### config.mk
export PLATFORM = sky130hd
export DESIGN_NAME = muldiv_unit
export DESIGN_NICKNAME = d
export VERILOG_FILES = /design/src/rtl/muldiv_unit.sv
export SDC_FILE = /design/constraint.sdc
export NUM_CORES = 1
export LEC_CHECK = 0
export ABC_AREA = 1
export BUFFER_PORTS_ARGS = -buffer_cell sky130_fd_sc_hd__buf_2
export CAP_MARGIN = 20
export CELL_PAD_IN_SITES_DETAIL_PLACEMENT = 1
export CELL_PAD_IN_SITES_GLOBAL_PLACEMENT = 1
export CORE_MARGIN = 3
export CORE_UTILIZATION = 43
export DETAILED_ROUTE_END_ITERATION = 16
export GPL_ROUTABILITY_DRIVEN = 1
export PLACE_DENSITY_LB_ADDON = 0.1
export REMOVE_ABC_BUFFERS = 1
export SETUP_SLACK_MARGIN = 0.3
export SLEW_MARGIN = 10
export SYNTH_ARGS = -nofsm -noshare
export SYNTH_HDL_FRONTEND = slang
export SYNTH_SLANG_ARGS = --single-unit
### constraint.sdc
create_clock -name clock -period 6.5 [get_ports clock]
set_input_delay 0.975 -clock clock [delete_from_list [all_inputs] [get_ports clock]]
set_output_delay 0.975 -clock clock [all_outputs]
set_load 0.005 [all_outputs]
### src/rtl/muldiv_unit.sv
// Iterative 32-bit multiply/divide unit with HI/LO registers (shift-add multiply, restoring divide).
// Define MULDIV_DIVIDE_EN to include the divide datapath; without it DIV/DIVU complete immediately.
module muldiv_unit (
    input  logic        clock,
    input  logic        reset,
    input  logic        start,
    input  logic [1:0]  op,
    input  logic [31:0] rs_val,
    input  logic [31:0] rt_val,
    input  logic        hi_we,
    input  logic        lo_we,
    output logic [31:0] hi,
    output logic [31:0] lo,
    output logic        busy,
    output logic        done,
    output logic        div_by_zero
);

    typedef enum logic [1:0] {IDLE, MUL, DIV, DONE} state_t;

    state_t      state_q, state_d;
    logic [4:0]  cnt_q, cnt_d;
    logic [31:0] accHi_q, accHi_d;
    logic [31:0] accLo_q, accLo_d;
    logic [31:0] opB_q, opB_d;
    logic [31:0] hi_q, hi_d;
    logic [31:0] lo_q, lo_d;
    logic        negRes_q, negRes_d;
    logic        negRem_q, negRem_d;
    logic        dbz_q, dbz_d;

    logic        rsNeg, rtNeg;
    logic [31:0] rsMag, rtMag;
    logic [32:0] mulSum;
    logic [31:0] mulHi, mulLo;
    logic [63:0] prodMag, prodFix;

    // Signed ops (op[0] == 0) work on magnitudes; signs are reapplied on the final step.
    assign rsNeg   = ~op[0] & rs_val[31];
    assign rtNeg   = ~op[0] & rt_val[31];
    assign rsMag   = rsNeg ? -rs_val : rs_val;
    assign rtMag   = rtNeg ? -rt_val : rt_val;

    assign mulSum  = {1'b0, accHi_q} + (accLo_q[0] ? {1'b0, opB_q} : 33'd0);
    assign mulHi   = mulSum[32:1];
    assign mulLo   = {mulSum[0], accLo_q[31:1]};
    assign prodMag = {mulHi, mulLo};
    assign prodFix = negRes_q ? -prodMag : prodMag;

`ifdef MULDIV_DIVIDE_EN
    logic [33:0] divTrial;
    logic        divOk;
    logic [31:0] divRem, divQuo, remFix, quoFix, dvdFix;

    // 34 bits so the borrow stays unambiguous when the shifted remainder exceeds 2^32.
    assign divTrial = {1'b0, accHi_q, accLo_q[31]} - {2'b00, opB_q};
    assign divOk    = ~divTrial[33];
    assign divRem   = divOk ? divTrial[31:0] : {accHi_q[30:0], accLo_q[31]};
    assign divQuo   = {accLo_q[30:0], divOk};
    assign remFix   = negRem_q ? -divRem : divRem;
    assign quoFix   = negRes_q ? -divQuo : divQuo;
    assign dvdFix   = negRem_q ? -accLo_q : accLo_q;
`endif

    // State register and datapath registers.
    always_ff @(posedge clock or posedge reset) begin
        if (reset) begin
            state_q  <= IDLE;
            cnt_q    <= 5'd0;
            accHi_q  <= 32'd0;
            accLo_q  <= 32'd0;
            opB_q    <= 32'd0;
            hi_q     <= 32'd0;
            lo_q     <= 32'd0;
            negRes_q <= 1'b0;
            negRem_q <= 1'b0;
            dbz_q    <= 1'b0;
        end else begin
            state_q  <= state_d;
            cnt_q    <= cnt_d;
            accHi_q  <= accHi_d;
            accLo_q  <= accLo_d;
            opB_q    <= opB_d;
            hi_q     <= hi_d;
            lo_q     <= lo_d;
            negRes_q <= negRes_d;
            negRem_q <= negRem_d;
            dbz_q    <= dbz_d;
        end
    end

    // Next-state logic: accept/MTHI/MTLO when idle or done, iterate one bit per cycle otherwise.
    always_comb begin
        state_d  = state_q;
        cnt_d    = cnt_q;
        accHi_d  = accHi_q;
        accLo_d  = accLo_q;
        opB_d    = opB_q;
        hi_d     = hi_q;
        lo_d     = lo_q;
        negRes_d = negRes_q;
        negRem_d = negRem_q;
        dbz_d    = dbz_q;
        case (state_q)
            IDLE, DONE: begin
                if (hi_we) hi_d = rs_val;
                if (lo_we) lo_d = rs_val;
                state_d = IDLE;
                if (start) begin
                    cnt_d    = 5'd0;
                    dbz_d    = 1'b0;
                    accHi_d  = 32'd0;
                    negRes_d = rsNeg ^ rtNeg;
                    negRem_d = rsNeg;
                    if (op[1]) begin
                        state_d = DIV;
                        accLo_d = rsMag;
                        opB_d   = rtMag;
                    end else begin
                        state_d = MUL;
                        accLo_d = rtMag;
                        opB_d   = rsMag;
                    end
                end
            end
            MUL: begin
                accHi_d = mulHi;
                accLo_d = mulLo;
                cnt_d   = cnt_q + 5'd1;
                if (cnt_q == 5'd31) begin
                    hi_d    = prodFix[63:32];
                    lo_d    = prodFix[31:0];
                    state_d = DONE;
                end
            end
            DIV: begin
`ifdef MULDIV_DIVIDE_EN
                if (opB_q == 32'd0) begin
                    hi_d    = dvdFix;
                    lo_d    = '1;
                    dbz_d   = 1'b1;
                    state_d = DONE;
                end else begin
                    accHi_d = divRem;
                    accLo_d = divQuo;
                    cnt_d   = cnt_q + 5'd1;
                    if (cnt_q == 5'd31) begin
                        hi_d    = remFix;
                        lo_d    = quoFix;
                        state_d = DONE;
                    end
                end
`else
                state_d = DONE;
`endif
            end
            default: state_d = IDLE;
        endcase
    end

    assign hi          = hi_q;
    assign lo          = lo_q;
    assign busy        = (state_q == MUL) || (state_q == DIV);
    assign done        = (state_q == DONE);
    assign div_by_zero = dbz_q;

endmodule

==> impl_results.md <==
- Status: finished, final reports clean
- Switching Fraction: 54.2%
- Hold Slack: 493 ps
- DRC violations left: 0
- First-pass GRT wire length: 91800 um
- Register-to-register setup slack: 2460 ps
- Placed cells: 2858
- RSZ-0062 raised after global routing: no
- Worst-path clk slew: 70 ps
- Hold buffers post-CTS: 0
- Largest area contributor in the netlist: dfrtp_1
- Worst Path Max Fanout: 18
- Largest net degree at the start of global routing: 84
- Reg2Reg Depth: 19
- Top cells by area, synth: dfrtp_1 (29%), nand2_1 (17%), inv_1 (8.5%)
- Rows: 66
- Maximum VDD drop: 280 uV
- EDFF count, synth: 0
- Crit Path Class: flip-flop to flip-flop
- # port buffers: 136
- Wire length on met2: 28100 um
- R2R Path End: hi[22]$_DFFE_PP0P_
- Top-Level Pins: 138
- Clk pwr share: 13.9%
- Wire length on met3: 2910 um
- Reg power frac: 25.6%
- Cell repeated most along the worst path: nand2_1
- Syn Inst Count: 2347
- Fin Setup TNS: 0 ps
- Die Y: 190 um
- Sequential area share after synthesis: 28.9%
- Least-Margin Pin Slew: 991 ps
- Total wire length: 59900 um
- Final Non-Filler Cells: 2889
- Root buf cell: clkbuf_16
- Gpl congestion: 0.879
- Initial Util: 44.1%
- Final Critical Period: 4040 ps
- P_leak: 0.00840 uW
- Setup violators final: 0
- DP HPWL: 47400 um
- Avg Vias per Cell: 5.66
- Top cell type's share of synthesized area: 28.9%
- Total gr overflow: 0
- DR pass1 iterations: 5
- Hold path cells: 2
- Synthesis Warnings: 0
- Gr usage total: 32.8%
- Critical Path RT: 6870 ps
- Max-cap viol count: 0
- CTS sink cnt: 168
- Total number of vias: 16345
- Antenna diodes: 0
- Post-synth ARST share: 100%
- Clock Latency Late Sink: 460 ps
- Slew Limit Fails: 0
- Worst EP arrival: 4420 ps
- Int Power: 3680 uW
- Vias in the first global route: 16359
- Total CTS buffers: 17
- Post-Syn Area: 14500 um2
- Antenna-violating nets left: 0
- DRT met1 WL: 27100 um
- Crit start category: flip-flop
- #FFs+latches synth: 168
- CORE AREA: 32900 um2
- CTS H-tree lvls: 4
- Min-delay src: accHi_q[24]$_DFFE_PP0P_
- Clock skew: 15.0 ps
- CTS tree: done
- Final core utilization: 49.3%
- Fraction of layout instances using a drive strength above 1: 11.8%
- Drt initial violations: 1010
- CP max stage cell: dfrtp_1
- Worst path cell trace: nand2_1 > inv_1 > ha_1 > fa_1 > nand2_1 > nand3_1 > nand3_1 > nand2_1 > nand2_1 > nand2_1 > nor2_1 > nand2_1 > nor2_1 > nand3_2 > nand2_1 > nand2_1 > nand2_1 > nand3_1 > a21oi_1
- Synth Area per Inst: 6.20 um2
- R2r startpoint: accLo_q[0]$_DFFE_PP0P_
- Die area: 36100 um2
- Rel. slew slack: 33.9%
- HP Class: flip-flop to flip-flop
- Final hold vios: 0
- Primary FF master, synth: dfrtp_1
- Clk buf depth: 2
- Fin nets: 2546
- Layout area overhead: 11.8%
- Period utilization: 62.2%
- Initial antenna violation count: 0
- Netlist cell types: 46
- Max layer used: met4
- CP Capture Type: flip-flop
- Switching power total: 4350 uW
- Die width: 190 um
- Logic pwr share: 60.5%
- Worst path max stage delay: 690 ps
- # resized after CTS: 0
- Hold Path Sink: accHi_q[24]$_DFFE_PP0P_
- Per-cell routed wire length: 20.7 um
- Postcts setup bufs: 0
- Power per cell area: 494 nW/um2
- FMAX: 247 MHz
-- power by group through the flow --
stage,Combinational [uW],Sequential (uW),Clock [uW]
after global routing,5370,2090,1170
after global placement,4540,2040,0
after floorplan,3100,1860,0
after CTS,4810,2030,1120
final,4860,2060,1120
after detailed placement,4760,2040,0
-- through the flow --
stage | setup slack (ps) | power [uW] | instance area [um2]
after detailed placement | 2310 | 6800 | 15600
after CTS | 2550 | 7960 | 16300
after global placement | 2360 | 6580 | 15600
final | 2460 | 8040 | 16300
after floorplan | 302 | 4960 | 14200
after global routing | 2230 | 8630 | 16300
-- critical path, delay by kind of cell, from the launching register on --
kind / cells / cell delay (ps)
simple gates: 15 / 2310
fa+ha+maj: 2 / 750
flops: 1 / 690
compound gates: 1 / 160
buf+inv: 1 / 60
-- how the worst max path moves through the flow --
| stage | start | end |
|---|---|---|
| 3_5_place_dp | start | accHi_q[19]$_DFFE_PP0P_ |
| 2_1_floorplan | start | cnt_q[3]$_DFFE_PP0P_ |
| 6_report | accLo_q[0]$_DFFE_PP0P_ | hi[22]$_DFFE_PP0P_ |
| 3_3_place_gp | accLo_q[0]$_DFFE_PP0P_ | hi[28]$_DFFE_PP0P_ |
| 4_1_cts | accLo_q[0]$_DFFE_PP0P_ | hi[30]$_DFFE_PP0P_ |
| 5_1_grt | accLo_q[0]$_DFFE_PP0P_ | hi[30]$_DFFE_PP0P_ |
-- sequential cells by signal, indices dropped and copies added (netlist names) --
signal,flops
negRes_q,1
state_q,2
lo,32
hi,32
accLo_q,32
accHi_q,32
cnt_q,5
opB_q,32
-- metal layers --
layer | GRT usage [%] | vias up
li1 | - | 7760
met1 | 44.8 | 8038
met2 | 54.9 | 453
met3 | 3.19 | 94
met4 | 10.9 | 0
met5 | 0 | -
-- cell type report --
type | count | area (um2)
Sequential cell | 168 | 4200
Inverter | 342 | 1290
Clock buffer | 19 | 443
Clock inverter | 12 | 176
Tap cell | 442 | 553
Multi-Input combinational cell | 1753 | 8760
Timing Repair Buffer | 153 | 828
Fill cell | 4610 | 16700
-- synth_stat cells, types with 2 or more instances --
cell,instances
o311ai_0,10
a21o_1,2
nor2_2,22
and2_1,7
inv_1,329
nand3b_1,20
dfrtp_1,168
a22oi_1,11
nor3_2,4
nand3_1,225
a21oi_2,3
o21bai_1,10
o211ai_1,44
a22o_1,3
clkbuf_1,64
xor2_1,45
nor4_1,11
ha_1,39
o31ai_1,2
o22ai_1,4
o221ai_1,5
nand2_1,658
o21ai_0,129
buf_1,14
nor3_1,19
nand2_2,31
nor2_1,270
nand4_1,31
a21oi_1,73
nand3_2,13
buf_4,2
buf_2,4
nor2_4,6
or2_2,10
inv_2,7
clkinv_1,6
a31oi_1,37
-- cell families after synthesis --
group                    synth area share (%)
AO/OA/AOI/OAI                            13.7
XOR/XNOR                                 2.71
adder cells (fa/ha/maj)                  3.49
buffers and inverters                    11.1
flip-flops                               28.9
other                                  0.0258
AND/OR/NAND/NOR                          40.0
-- layout by cell type (no fill, tap or decap), types with 5 or more instances in the layout --
cell	Yosys	layout
inv_1	329	327
a21oi_1	73	72
a31oi_1	37	37
nand3b_1	20	20
nand3_1	225	225
nand3_2	13	13
nor2_4	6	7
nand2_2	31	31
o21bai_1	10	10
nor2_2	22	23
a22oi_1	11	11
nor2_1	270	268
and2_1	7	7
o21ai_0	129	129
dfrtp_1	168	168
nor3_1	19	19
buf_4	2	16
o211ai_1	44	44
or2_2	10	10
ha_1	39	38
xor2_1	45	45
o311ai_0	10	10
nand2_1	658	658
buf_2	4	136
nand4_1	31	31
o221ai_1	5	5
clkinv_1	6	6
nor4_1	11	11
clkbuf_16	0	17
inv_2	7	8
Note: power is estimated with default switching activity, not from simulation.
